<file path="src/rtl/seg7_pkg.sv">
// Shared types and constants for the multiplexed seven-segment counter.
// Holds the segment table, ui_in bit positions and the 4-bit digit type.
package seg7_pkg;

    typedef logic [3:0] digit_t;

    localparam int UI_RUN   = 0;
    localparam int UI_DOWN  = 1;
    localparam int UI_CLEAR = 2;
    localparam int UI_HEX   = 3;
    localparam int UI_STEP  = 4;
    localparam int UI_BLANK = 5;
    localparam int SYNC_W   = 6;

    // Segments a..g, bit0 = a, active-high
    localparam logic [6:0] SEG_TABLE [16] = '{
        7'h3F, 7'h06, 7'h5B, 7'h4F, 7'h66, 7'h6D, 7'h7D, 7'h07,
        7'h7F, 7'h6F, 7'h77, 7'h7C, 7'h39, 7'h5E, 7'h79, 7'h71
    };

    function automatic logic [6:0] seg_encode(input digit_t v);
        return SEG_TABLE[v];
    endfunction

endpackage

</file>
<file path="src/rtl/seg7_mux_counter_if.sv">
// Pin-level bundle of the display counter: enable, user inputs and the
// segment/digit outputs; clock and reset are kept outside.
interface seg7_mux_counter_if;
    logic       ena;
    logic [7:0] ui_in;
    logic [7:0] uio_in;
    logic [7:0] uo_out;
    logic [7:0] uio_out;
    logic [7:0] uio_oe;

    modport master (output ena, ui_in, uio_in, input uo_out, uio_out, uio_oe);
    modport slave  (input ena, ui_in, uio_in, output uo_out, uio_out, uio_oe);
endinterface

</file>
<file path="src/rtl/seg7_decoder.sv">
// Combinational 4-bit value to seven-segment decoder with a blanking input.
// Zero latency; no flow control.
module seg7_decoder
    import seg7_pkg::*;
(
    input  digit_t     i_val,
    input  logic       i_blank,
    output logic [6:0] o_seg
);

    assign o_seg = i_blank ? 7'h00 : seg_encode(i_val);

endmodule

</file>
<file path="src/rtl/seg7_mux_counter.sv">
// Multi-digit BCD/hex up/down counter driving a time-multiplexed 7-seg display.
// Inputs see 2 cycles of synchroniser latency; outputs are registered; ena=0 stalls everything but the synchronisers.
module seg7_mux_counter
    import seg7_pkg::*;
#(
    parameter int NUM_DIGITS = 4,
    parameter int TICK_COUNT = 10_000_000,
    parameter int SCAN_COUNT = 1000
)
(
    input logic               clk,
    input logic               rst_n,
    seg7_mux_counter_if.slave bus
);

    localparam int PW = (TICK_COUNT > 1) ? $clog2(TICK_COUNT) : 1;
    localparam int SW = (SCAN_COUNT > 1) ? $clog2(SCAN_COUNT) : 1;
    localparam int IW = (NUM_DIGITS > 1) ? $clog2(NUM_DIGITS) : 1;
    localparam int CW = 4 * NUM_DIGITS;

    localparam logic [PW-1:0]         PRESC_LAST = PW'(TICK_COUNT - 1);
    localparam logic [SW-1:0]         SCAN_LAST  = SW'(SCAN_COUNT - 1);
    localparam logic [IW-1:0]         IDX_LAST   = IW'(NUM_DIGITS - 1);
    localparam logic [NUM_DIGITS-1:0] DIG_ONE    = NUM_DIGITS'(1);
    localparam logic [7:0]            OE_MASK    = 8'((1 << NUM_DIGITS) - 1);

    logic [SYNC_W-1:0]     r_sync1, r_sync2;
    logic                  r_step_d, r_hex_d;
    logic [1:0]            r_warm;
    logic [PW-1:0]         r_presc;
    logic [CW-1:0]         r_cnt;
    logic                  r_tog;
    logic [SW-1:0]         r_scan;
    logic [IW-1:0]         r_idx;
    logic [6:0]            r_seg;
    logic [NUM_DIGITS-1:0] r_dig_n;

    logic          w_run, w_down, w_clear, w_hex, w_step, w_blank;
    logic          w_tick, w_step_rise, w_adv, w_hex_chg;
    logic [CW-1:0] w_cnt_nxt;
    logic          w_carry;
    digit_t        w_dmax;
    digit_t        w_dig;
    logic          w_blk_sel, w_zero_above;
    logic [6:0]    w_seg;
    logic          w_unused;

    assign w_unused = &{1'b0, bus.uio_in, bus.ui_in[7:6]};

    always_ff @(posedge clk or negedge rst_n) begin
        if (!rst_n) begin
            r_sync1 <= '0;
            r_sync2 <= '0;
        end else begin
            r_sync1 <= bus.ui_in[SYNC_W-1:0];
            r_sync2 <= r_sync1;
        end
    end

    assign w_run   = r_sync2[UI_RUN];
    assign w_down  = r_sync2[UI_DOWN];
    assign w_clear = r_sync2[UI_CLEAR];
    assign w_hex   = r_sync2[UI_HEX];
    assign w_step  = r_sync2[UI_STEP];
    assign w_blank = r_sync2[UI_BLANK];

    // Step edges are ignored until the synchroniser and edge register have both
    // seen post-reset data, so a step held through reset cannot fake an edge.
    assign w_tick      = w_run && (r_presc == PRESC_LAST);
    assign w_step_rise = w_step && !r_step_d && (r_warm == 2'd3);
    assign w_adv       = w_tick || w_step_rise;
    assign w_hex_chg   = w_hex ^ r_hex_d;

    always_comb begin
        w_cnt_nxt = r_cnt;
        w_carry   = 1'b1;
        w_dmax    = w_hex ? 4'hF : 4'h9;
        for (int i = 0; i < NUM_DIGITS; i++) begin
            if (w_carry) begin
                if (w_down) begin
                    if (r_cnt[i*4 +: 4] == 4'h0) begin
                        w_cnt_nxt[i*4 +: 4] = w_dmax;
                    end else begin
                        w_cnt_nxt[i*4 +: 4] = r_cnt[i*4 +: 4] - 4'h1;
                        w_carry = 1'b0;
                    end
                end else begin
                    if (r_cnt[i*4 +: 4] == w_dmax) begin
                        w_cnt_nxt[i*4 +: 4] = 4'h0;
                    end else begin
                        w_cnt_nxt[i*4 +: 4] = r_cnt[i*4 +: 4] + 4'h1;
                        w_carry = 1'b0;
                    end
                end
            end
        end
    end

    always_ff @(posedge clk or negedge rst_n) begin
        if (!rst_n) begin
            r_presc  <= '0;
            r_cnt    <= '0;
            r_tog    <= 1'b0;
            r_step_d <= 1'b0;
            r_hex_d  <= 1'b0;
            r_warm   <= 2'd0;
        end else if (bus.ena) begin
            r_step_d <= w_step;
            r_hex_d  <= w_hex;
            if (r_warm != 2'd3) begin
                r_warm <= r_warm + 2'd1;
            end
            if (w_clear) begin
                r_presc <= '0;
                r_cnt   <= '0;
            end else begin
                if (w_run) begin
                    r_presc <= w_tick ? '0 : r_presc + PW'(1);
                end
                if (w_hex_chg) begin
                    r_cnt <= '0;
                end else if (w_adv) begin
                    r_cnt <= w_cnt_nxt;
                    r_tog <= ~r_tog;
                end
            end
        end
    end

    // Scanning from the top keeps a running "everything from here up is zero" flag.
    always_comb begin
        w_dig        = '0;
        w_blk_sel    = 1'b0;
        w_zero_above = 1'b1;
        for (int i = NUM_DIGITS - 1; i >= 0; i--) begin
            w_zero_above = w_zero_above && (r_cnt[i*4 +: 4] == 4'h0);
            if (r_idx == IW'(i)) begin
                w_dig     = r_cnt[i*4 +: 4];
                w_blk_sel = w_blank && (i != 0) && w_zero_above;
            end
        end
    end

    seg7_decoder u_dec (
        .i_val   (w_dig),
        .i_blank (w_blk_sel),
        .o_seg   (w_seg)
    );

    always_ff @(posedge clk or negedge rst_n) begin
        if (!rst_n) begin
            r_scan  <= '0;
            r_idx   <= '0;
            r_seg   <= '0;
            r_dig_n <= '1;
        end else if (bus.ena) begin
            r_seg   <= w_seg;
            r_dig_n <= ~(DIG_ONE << r_idx);
            if (r_scan == SCAN_LAST) begin
                r_scan <= '0;
                r_idx  <= (r_idx == IDX_LAST) ? '0 : r_idx + IW'(1);
            end else begin
                r_scan <= r_scan + SW'(1);
            end
        end
    end

    assign bus.uo_out  = {r_tog, r_seg};
    assign bus.uio_out = 8'(r_dig_n);
    assign bus.uio_oe  = OE_MASK;

endmodule

</file>
<file path="src/flat_wrapper.sv">
// flat-port wrapper written by rule: the top's interface ports become plain ports
module seg7_mux_counter_flat import seg7_pkg::*;
#(
    parameter int NUM_DIGITS = 4,
    parameter int TICK_COUNT = 10_000_000,
    parameter int SCAN_COUNT = 1000
)
  (clk, rst_n, bus_ena, bus_ui_in, bus_uio_in, bus_uo_out, bus_uio_out, bus_uio_oe);
  seg7_mux_counter_if bus_i ();
  input logic clk;
  input logic rst_n;
  input wire logic [$bits(bus_i.ena)-1:0] bus_ena;
  input wire logic [$bits(bus_i.ui_in)-1:0] bus_ui_in;
  input wire logic [$bits(bus_i.uio_in)-1:0] bus_uio_in;
  output wire logic [$bits(bus_i.uo_out)-1:0] bus_uo_out;
  output wire logic [$bits(bus_i.uio_out)-1:0] bus_uio_out;
  output wire logic [$bits(bus_i.uio_oe)-1:0] bus_uio_oe;
  assign bus_i.ena = bus_ena;
  assign bus_i.ui_in = bus_ui_in;
  assign bus_i.uio_in = bus_uio_in;
  assign bus_uo_out = bus_i.uo_out;
  assign bus_uio_out = bus_i.uio_out;
  assign bus_uio_oe = bus_i.uio_oe;
  seg7_mux_counter #(.NUM_DIGITS(NUM_DIGITS), .TICK_COUNT(TICK_COUNT), .SCAN_COUNT(SCAN_COUNT)) u_core (.clk(clk), .rst_n(rst_n), .bus(bus_i));
endmodule
</file>
<file path="config.mk">
export PLATFORM = sky130hd
export DESIGN_NAME = seg7_mux_counter_flat
export DESIGN_NICKNAME = d
export VERILOG_FILES = /design/src/rtl/seg7_pkg.sv /design/src/rtl/seg7_mux_counter_if.sv /design/src/rtl/seg7_decoder.sv /design/src/rtl/seg7_mux_counter.sv /design/src/flat_wrapper.sv
export SDC_FILE = /design/constraint.sdc
export NUM_CORES = 1
export LEC_CHECK = 0
export CAP_MARGIN = 0
export CORE_MARGIN = 4
export CORE_UTILIZATION = 45
export DETAILED_ROUTE_END_ITERATION = 10
export GPL_ROUTABILITY_DRIVEN = 0
export HOLD_SLACK_MARGIN = 0.1
export PLACE_DENSITY = 0.71
export REMOVE_ABC_BUFFERS = 1
export SETUP_SLACK_MARGIN = 0.2
export SLEW_MARGIN = 20
export SYNTH_ARGS = -nofsm -noshare
export SYNTH_HDL_FRONTEND = slang
export SYNTH_SLANG_ARGS = --single-unit
</file>
<file path="constraint.sdc">
create_clock -name clk -period 2.3 [get_ports clk]
set_input_delay 0.345 -clock clk [delete_from_list [all_inputs] [get_ports clk]]
set_output_delay 0.345 -clock clk [all_outputs]
set_load 0.01 [all_outputs]
</file>
# Yosys cells after proc, flatten, opt, wreduce, memory -nomap -nowiden
# Memories as Yosys holds them, arrays and structs flattened.
# Cells that the tools add are included.
# classes
n_addsub,12
order_cmp,1
n_eq_ne,11
shifts,1
n_mux,46
bitwise,6
n_reduce_logical,28
# ops
op,n
4-bit 2-to-1 mux,19
24-bit 2-to-1 mux,3
16-bit 2-to-1 mux,3
24-bit by 1-bit adder with 24-bit output (second input constant),1
24-bit equality test (second input constant),1
7-bit 2-to-1 mux,3
4-bit by 1-bit adder with 4-bit output (second input constant),4
4-bit equality test,4
4-bit logical NOT,4
4-bit by 1-bit subtractor with 4-bit output (second input constant),4
1-bit 2-to-1 mux,15
3-bit nonzero test,4
10-bit by 1-bit adder with 10-bit output (second input constant),1
10-bit equality test (second input constant),1
10-bit 2-to-1 mux,1
3-bit AND reduction,3
1-bit logical AND,8
2-bit AND reduction,4
2-bit equality test (second input constant),3
5-bit greater-or-equal comparator (second input constant),1
4-bit inverter with 5-bit output,1
2-bit by 1-bit adder with 2-bit output (second input constant),2
4-bit inverter,1
4-bit AND reduction,1
11 further kinds,13
# totals
register_bits,80
rom_bits,112
output_inout_bits,24
wordCells,121
mem_count,1
# mem_list
memory,depth,width,read_ports,rd_ports_with_merged_regs,write_ports,line,source
(no name shown),16,7,1,0,0,seg7_pkg.sv:22,return SEG_TABLE[v];

# Logic depth before layout (Yosys ltp)
# depth
depth_word,10
mapped_depth,12

# Cells and area by module
# From an unflattened synthesis, not the netlist that was laid out.
# unflattened
cells_unflattened,535
area_unflattened_um2,5046.1
# modules_own_cells
mod,instances,cells_each,area_each_um2
seg7_mux_counter,1,502,4777.1
seg7_decoder,1,33,269.0

# Worst setup path after synthesis
# No wires, ideal clock.
# synth_path
path_type,flip-flop to flip-flop
startpoint,register u_core.r_idx[0]
endpoint,register u_core.r_seg[0]
arrival_ns,2.323
t_required_ns,2.233
path_slack_ns,-0.091
path_stages_with_launch,12
path_buffers,1
path_cell_list,dfrtp_1 -> inv_1 -> ha_1 -> buf_2 -> nor3_1 -> nor2_1 -> a22oi_1 -> inv_1 -> ha_1 -> or3_1 -> o221ai_1 -> a22o_1
# synth_via
elab_chain_cells,10
elab_cells_between_ends,17
cone_classes,3 x eq/ne; 11 x mux; 1 x bitwise; 1 x reduce/logical; 1 x memory
# synth_rtl
item,line,source
start: declaration,seg7_mux_counter.sv:34,logic [IW-1:0] r_idx;
start signal: assignment,seg7_mux_counter.sv:161,r_idx <= (r_idx == IDX_LAST) ? '0 : r_idx + IW'(1);
2-bit equality test,seg7_mux_counter.sv:137,if (r_idx == IW'(i)) begin
4-bit 2-to-1 mux (4 in series),seg7_mux_counter.sv:137,
4-bit inverter with 5-bit output (implied by the code),seg7_pkg.sv:22,
memory read 16 x 7 bit,n/a,
7-bit 2-to-1 mux (implied by the code) (2 in series),seg7_pkg.sv:22,
7-bit 2-to-1 mux *,seg7_decoder.sv:11,assign o_seg = i_blank ? 7'h00 : seg_encode(i_val);
end signal: assignment,seg7_mux_counter.sv:157,r_seg <= w_seg;
end: declaration,seg7_mux_counter.sv:35,logic [6:0] r_seg;
# Every way passes the cells marked *; elsewhere a longest branch is shown, timed or not. The select of a mux whose other input is x is not followed.
# A chain may end at the register's enable or synchronous reset.

# Worst setup path in the final report
# Same ends and word-level chain as after synthesis.

==> impl_results.md <==
* GRT overflow at 0
* DRC errors left at 0
* Top_reg_cell synth: dfrtp_1
* Yosys reg bits at 80
* P_int at 3140 uW
* Area growth syn-to-layout at 28.5%
* Worst vdd ir at 0.000675 V
* Fin. Hold Viols at 0
* Diodes inserted at 0
* Crit path kind: flip-flop to flip-flop
* Fill cell count at 848
* Max-slew headroom at 61.5%
* CTS tree: yes
* Number of cell rows at 38
* Place WS at -0.00890 ns
* Final setup viols at 1
* Root cell of the clock tree: clkbuf_8
* Synthesis Warnings at 0
* Layout Skew at 0.0141 ns
* Comb power frac at 34.8%
* DR WL/cell at 16.4 um
* Total Neg Setup Slack at -0.0155 ns
* Initial Util at 45.9%
* Crit path from: u_core.r_idx[0]
* Via count at 4325
* Synth Instances at 553
* Fraction of layout cells with a size suffix above 1 at 24.7%
* Post-synth EDFFs at 0
* Largest net degree at the start of global routing at 42
* Number of I/O pins at 43
* Clk pwr share at 26.0%
* Flop pwr share at 39.3%
* Clock-pin transition on the worst setup and hold timing paths at 0.08 ns
* Core ar. at 10800 um^2
* Syn_area_per_cell at 8.96 um^2
* Critical path arrival at 2.62 ns
* Vias in the first global route at 4147
* Final #Nets at 657
* Reg2Reg Setup Slack at -0.02 ns
* DRT iter0 DRCs at 313
* Max clock buf depth at 2
* Worst Path Required at 2.61 ns
* Area used by multi-input combinational logic at 2990 um^2
* Hold path endpoint: u_core.r_sync2[2]
* Reg-to-reg endpoint: u_core.r_seg[0]
* Setup slack after layout at -0.0155 ns
* Worst hold path type: flip-flop to flip-flop
* Post-synthesis sequential area ratio at 40.5%
* CTS Sinks at 80
* Slew Limit Fails at 0
* Total CTS buffers at 9
* Pwr Density at 750 nW/um^2
* Tmin final at 2.32 ns
* Measured slew at the worst slew-check pin at 0.577 ns
* Leakage at 0.00268 uW
* Router iterations before antenna repair at 5
* Ys async rst share at 100%
* Initial antenna violation count at 0
* Post-DRT Antenna Nets at 0
* Reg2Reg Depth at 10
* Highest net fanout along the worst path at 7
* Total Routed Length at 12400 um
* Final Cycle Share at 101%
* Global Route Usage Sum at 18.5%
* Worst-skew pair later-pin latency at 0.37 ns
* Die ar. at 12800 um^2
* Max-cap violations at 0
* Net Sw Frac at 34.2%
* RSZ-0062 raised after global routing: yes
* Hold path depth at 0
* Failing checks: negative setup slack
* Status: complete, but fails checks
* CTS H-tree depth at 3
* Max Clk Rate at 432 MHz
* Port-buffer cells at 20
* HP Start: u_core.r_sync1[2]
* Crit path capture type: flip-flop
* Netlist Area Pre-Place at 4960 um^2
* Hpwl dp at 7720 um
* Switching pwr at 1630 uW
* RR Startpoint: u_core.r_idx[0]
* First-pass GRT wire length at 19500 um
* FF+latch area at 2010 um^2
* Die X at 113 um
* Worst Setup Start Kind: flip-flop
* Die Y at 113 um
* Vias per cell at 5.70
* Post-synth cell types at 69
## synthesized netlist by cell type (11+ instances only)
cell type	n	share of area, %
a21oi_1	24	2.4
buf_4	14	2.1
clkbuf_1	29	2.2
dfrtp_1	76	38
ha_1	24	6.1
inv_1	25	1.9
nand2_1	53	4.0
nand3_1	15	1.5
nand4_1	11	1.4
nor2_1	42	3.2
nor3_1	14	1.4
o21ai_0	48	4.8
xnor2_1	11	1.9
xor2_1	13	2.3
## stage by stage
stage | area [um^2] | hold WS (ns) | power [uW] | util [%] | cells
2_1_floorplan | 4760 | 0.0494 | 2710 | - | 517
3_3_place_gp | 5470 | 0.335 | 3180 | 50.6 | 718
4_1_cts | 5990 | 0.357 | 4580 | 55.5 | 751
6_report | 6370 | 0.355 | 4780 | 59.0 | 759
3_5_place_dp | 5470 | 0.337 | 3250 | 50.6 | 718
5_1_grt | 6370 | 0.368 | 5070 | 59.0 | 759
## metal layers
metal | up-vias | global-route usage (%) | share of wire (%)
li1 | 2085 | - | -
met1 | 2091 | 23.0 | 42
met2 | 133 | 31.9 | 51
met3 | 16 | 3.64 | 4.6
met4 | 0 | 6.73 | 1.9
met5 | - | 0 | 0
## power groups by stage
stage / combinational (uW) / sequential, uW / clock, uW
finish: 1660 / 1880 / 1240
global route: 1830 / 1910 / 1330
CTS: 1460 / 1850 / 1270
detailed placement: 1370 / 1880 / 0
global placement: 1310 / 1870 / 0
floorplan: 837 / 1870 / 0
## worst max-delay path by stage
| stage | endpoint | slack, ns | depth (start not counted) |
|---|---|---|---|
| after floorplan | u_core.r_presc[16] | -0.07 | 6 |
| after global placement | u_core.r_seg[0] | 0.04 | 10 |
| after detailed placement | u_core.r_seg[5] | -0.009 | 9 |
| after CTS | u_core.r_cnt[12] | 0.10 | 7 |
| after global routing | u_core.r_seg[0] | -0.13 | 10 |
| final | u_core.r_seg[0] | -0.02 | 10 |
## placed cells by master (no fill, tap or decap), types with 4 or more instances in the layout
cell type,instances
a211oi_1,4
a21o_1,6
a21oi_1,20
a21oi_2,4
a22o_1,5
a31oi_1,6
and3_1,9
buf_12,5
buf_4,43
buf_6,15
clkbuf_8,13
clkdlybuf4s50_1,19
conb_1,12
dfrtp_1,75
dfstp_2,4
ha_1,15
ha_4,8
inv_1,19
inv_2,4
mux2_2,4
mux2i_1,6
nand2_1,48
nand2b_1,5
nand3_1,15
nand4_1,11
nor2_1,39
nor3_1,12
nor3b_1,4
nor4_1,4
o211ai_1,9
o21ai_0,23
o21ai_1,21
o21ai_2,4
o31ai_1,9
or3_1,4
xnor2_1,10
xor2_1,13
## registers in the layout, summed over array words and instances, names as in the netlist, 4 cells and up
name and cells:
u_core.r_sync2 6, u_core.r_presc 24, u_core.r_seg 7, u_core.r_sync1 6
u_core.r_dig_n 4, u_core.r_scan 10, u_core.r_cnt 16
## worst max-delay path, cell delays in order (launching register included)
cell and delay (ns):
dfrtp_1 0.43, inv_2 0.10, ha_4 0.20, mux2i_1 0.27, o21ai_2 0.11, a22oi_2 0.22, inv_2 0.13, ha_4 0.20
or3_1 0.37, o221ai_1 0.08, a22o_1 0.15
## final cells by class
class,instances,share of cell area [%]
clock buffers,14,2.87
clock inverters,2,0.943
inverters,27,1.67
multi-input cells,411,47.0
flip-flops and latches,80,31.5
well taps,140,2.75
repair buffers,85,13.2
## cell families after synthesis
| logic type | count (synthesis) | synth area share, % |
|---|---|---|
| AO/OA/AOI/OAI | 148 | 19.8 |
| adder cells (fa/ha/maj) | 24 | 6.06 |
| XOR/XNOR | 24 | 4.24 |
| flip-flops | 80 | 40.5 |
| other | 2 | 0.151 |
| multiplexers | 12 | 2.55 |
| AND/OR/NAND/NOR | 190 | 20.0 |
| buffers and inverters | 73 | 6.79 |
## what timing repair did
action	in CTS	in global routing
endpoints found under the hold margin	35	0
resized for setup	34	83
endpoints found under the setup margin	34	45
pin swaps	17	27
buffers inserted	14	6
hold buffers	1	0
gates cloned	2	2
Note: power is estimated with default switching activity, not from simulation.
==> patch: new RTL, config.mk and constraints unchanged <==
`NUM_DIGITS` is set to 4 in 2 places; all go to 3.
--- a/src/rtl/seg7_mux_counter.sv
+++ b/src/rtl/seg7_mux_counter.sv
@@ -4,5 +4,5 @@
     import seg7_pkg::*;
 #(
-    parameter int NUM_DIGITS = 4,
+    parameter int NUM_DIGITS = 3,
     parameter int TICK_COUNT = 10_000_000,
     parameter int SCAN_COUNT = 1000
--- a/src/flat_wrapper.sv
+++ b/src/flat_wrapper.sv
@@ -2,5 +2,5 @@
 module seg7_mux_counter_flat import seg7_pkg::*;
 #(
-    parameter int NUM_DIGITS = 4,
+    parameter int NUM_DIGITS = 3,
     parameter int TICK_COUNT = 10_000_000,
     parameter int SCAN_COUNT = 1000
Function: changed (Yosys sat finds a counterexample within 4 cycles, from zero or initial values and one cycle with rst_n low).
==> patch against the unedited design <==
Area after synthesis decreased by 9.7%; wire length decreased by 26%; die area shrank 9.0%; design area fell by 22%; final cell count shrank 14%; fmax is 13% higher; setup slack better by 0.26 ns; sequential cell count decreased by 5; count of clock-buffer cells in the layout decreased by 4; global-route usage decreased by 1.6 points; critical path type unchanged; largest cell class unchanged.
Power is not compared: it rests on default switching activity, and its combinational part moved more than twofold at a synthesized area within 25%.
==> patch: results (changes against the unedited design) <==
CTS
  – Clk pin slew, worst setup/hold paths: 0.08 ns (about the same)
  – Skew-Pair Late Insertion Delay: 0.36 ns
  – Total CTS buffers: 9 (unchanged)
  – Root Driver: clkbuf_8 (unchanged)
  – H-tree Lvls: 3 (unchanged)
  – Clock Path Buffers: 2 (unchanged)

Routing
  – DRT Pass-1 Iters: 5 (unchanged)
  – Vias per cell: 5.46 (was 5.70)
  – Drt total wl: 9160 um (was 12400 um)
  – Iteration-0 DRC Markers: 153 (was 313)

Pwr
  – Worst IR Drop VDD: 0.000253 V
  – LEAKAGE: 2.13 nW

Setup path
  – Slack of the worst reg-to-reg path: 0.25 ns (was -0.02 ns)
  – Worst-path fanout max: 9 (was 7)
  – Worst EP arrival: 2.29 ns (was 2.62 ns)

Logic synthesis
  – Synth warn: 0 (unchanged)
  – Distinct cells, synth: 66 (was 69)
  – EDFF count, synth: 0 (unchanged)
  – Ys async rst share: 1.00 (unchanged)
  – Commonest cells post-synth: dfrtp_1 (72), nor2_1 (44), nand2_1 (42) (was dfrtp_1 (76), nand2_1 (53), o21ai_0 (48))
  – Synth area leaders: dfrtp_1 (40%), ha_1 (4.8%), nor2_1 (3.7%), o21ai_0 (3.7%), nand2_1 (3.5%) (was dfrtp_1 (38%), ha_1 (6.1%), o21ai_0 (4.8%), nand2_1 (4.0%), nor2_1 (3.2%))
  – Share of the yosys chip area belonging to registers: 0.420 (was 0.405)

STA
  – Worst-Margin Slew: 0.499 ns (was 0.577 ns)
  – Tightest hold margin: 0.356 ns (was 0.355 ns)
  – Clock skew: 0.0104 ns (was 0.0141 ns)

Placement
  – Detailed Place HPWL: 6630 um (was 7720 um)
  – PortBufs: 19 (was 20)

Finish
  – Largest regs: u_core.r_presc: 24 flops, u_core.r_cnt: 12 flops, u_core.r_scan: 10 flops (was u_core.r_presc: 24 flops, u_core.r_cnt: 16 flops, u_core.r_scan: 10 flops)
  – Diodes inserted: 0 (unchanged)
  – Nets: 550 (was 657)
  – Fraction of layout cells with a size suffix above 1: 0.133 (was 0.247)

Hold path
  – Class of the worst hold path: register to register (unchanged)

Global route
  – Total track usage: 0.169 (was 0.185)
  – Vias in the first global route: 3418 (was 4147)
  – First-pass GRT wire length: 15900 um (was 19500 um)
  – Largest net degree at the start of global routing: 46 (was 42)
  – Initial antenna violation count: 0 (unchanged)

Run status
  – Status: complete, no violations (was complete, but fails checks)
[patch: cell count changes after synthesis, moves of 5 or more]
cell / unedited run / this run
a21oi_1: 24 / 29
buf_2: 2 / 8
clkbuf_1: 29 / 8
ha_1: 24 / 17
nand2_1: 53 / 42
o211ai_1: 9 / 3
o21ai_0: 48 / 33
xnor2_1: 11 / 16
xor2_1: 13 / 5
[patch: logic make-up after synthesis]
family | synth area share
AND/OR/NAND/NOR | 0.194
other | 0.00168
adder cells (fa/ha/maj) | 0.0475
XOR/XNOR | 0.0411
multiplexers | 0.0307
AO/OA/AOI/OAI | 0.181
buffers and inverters | 0.0841
flip-flops | 0.420
[patch: area by class of cell]
class	count	area [um2]
repair buffers	44	390
clock inverters	6	41.3
well taps	133	166
clock buffers	10	128
flip-flops and latches	75	1880
fillers	921	4740
multi-input cells	358	2280
inverters	26	97.6
[patch: stage by stage]
step | setup slack (ns) | instance area (um2) | power [mW] | cells | util
finish | 0.245 | 4990 | 3.08 | 652 | 0.513
global route | 0.144 | 4990 | 3.27 | 652 | 0.513
CTS | 0.149 | 4960 | 3.11 | 651 | 0.510
detailed placement | 0.152 | 4780 | 2.19 | 634 | 0.491
global placement | 0.218 | 4780 | 2.16 | 634 | 0.491
floorplan | 0.0264 | 4240 | 1.94 | 459 | -
[patch: final timing paths]
kind,start,to,cells after the start
worst max-delay path,u_core.r_cnt[1],u_core.r_cnt[10],6
worst min-delay path,u_core.r_sync1[0],u_core.r_sync2[0],0
worst max register to register,u_core.r_cnt[1],u_core.r_cnt[10],6
worst min register to register,u_core.r_sync1[0],u_core.r_sync2[0],0
max in group asynchronous,rst_n,u_core.r_dig_n[0],3
min in group asynchronous,rst_n,u_core.r_seg[5],2
[patch: power breakdown]
group | total (mW) | switching [mW] | internal [mW]
logic | 0.620 | 0.328 | 0.292
registers | 1.55 | 0.112 | 1.44
clock network | 0.904 | 0.513 | 0.391
total | 3.08 | 0.953 | 2.12
[patch: metal layers]
metal  share of wire  track usage  routed length [um]  vias up
li1                -            -                   -     1751
met5               0            0                   0        -
met2            0.49        0.280                4510       71
met3           0.037       0.0342                 339       19
met1            0.45        0.220                4120     1718
met4           0.021       0.0595                 193        0
[patch: what timing repair did]
action	4_1_cts	5_1_grt
gates resized for setup	2	9
hold endpoints to repair	29	0
setup buffers	0	1
pin swaps	0	1
setup endpoints to repair	5	29
hold buffers	1	0
[patch: worst max-delay path: stages (launching register included)]
cell	delay, ns
dfrtp_2	0.48
or3_4	0.41
a211oi_4	0.30
a22oi_2	0.14
nor2_4	0.16
o21ai_2	0.09
a221o_1	0.37
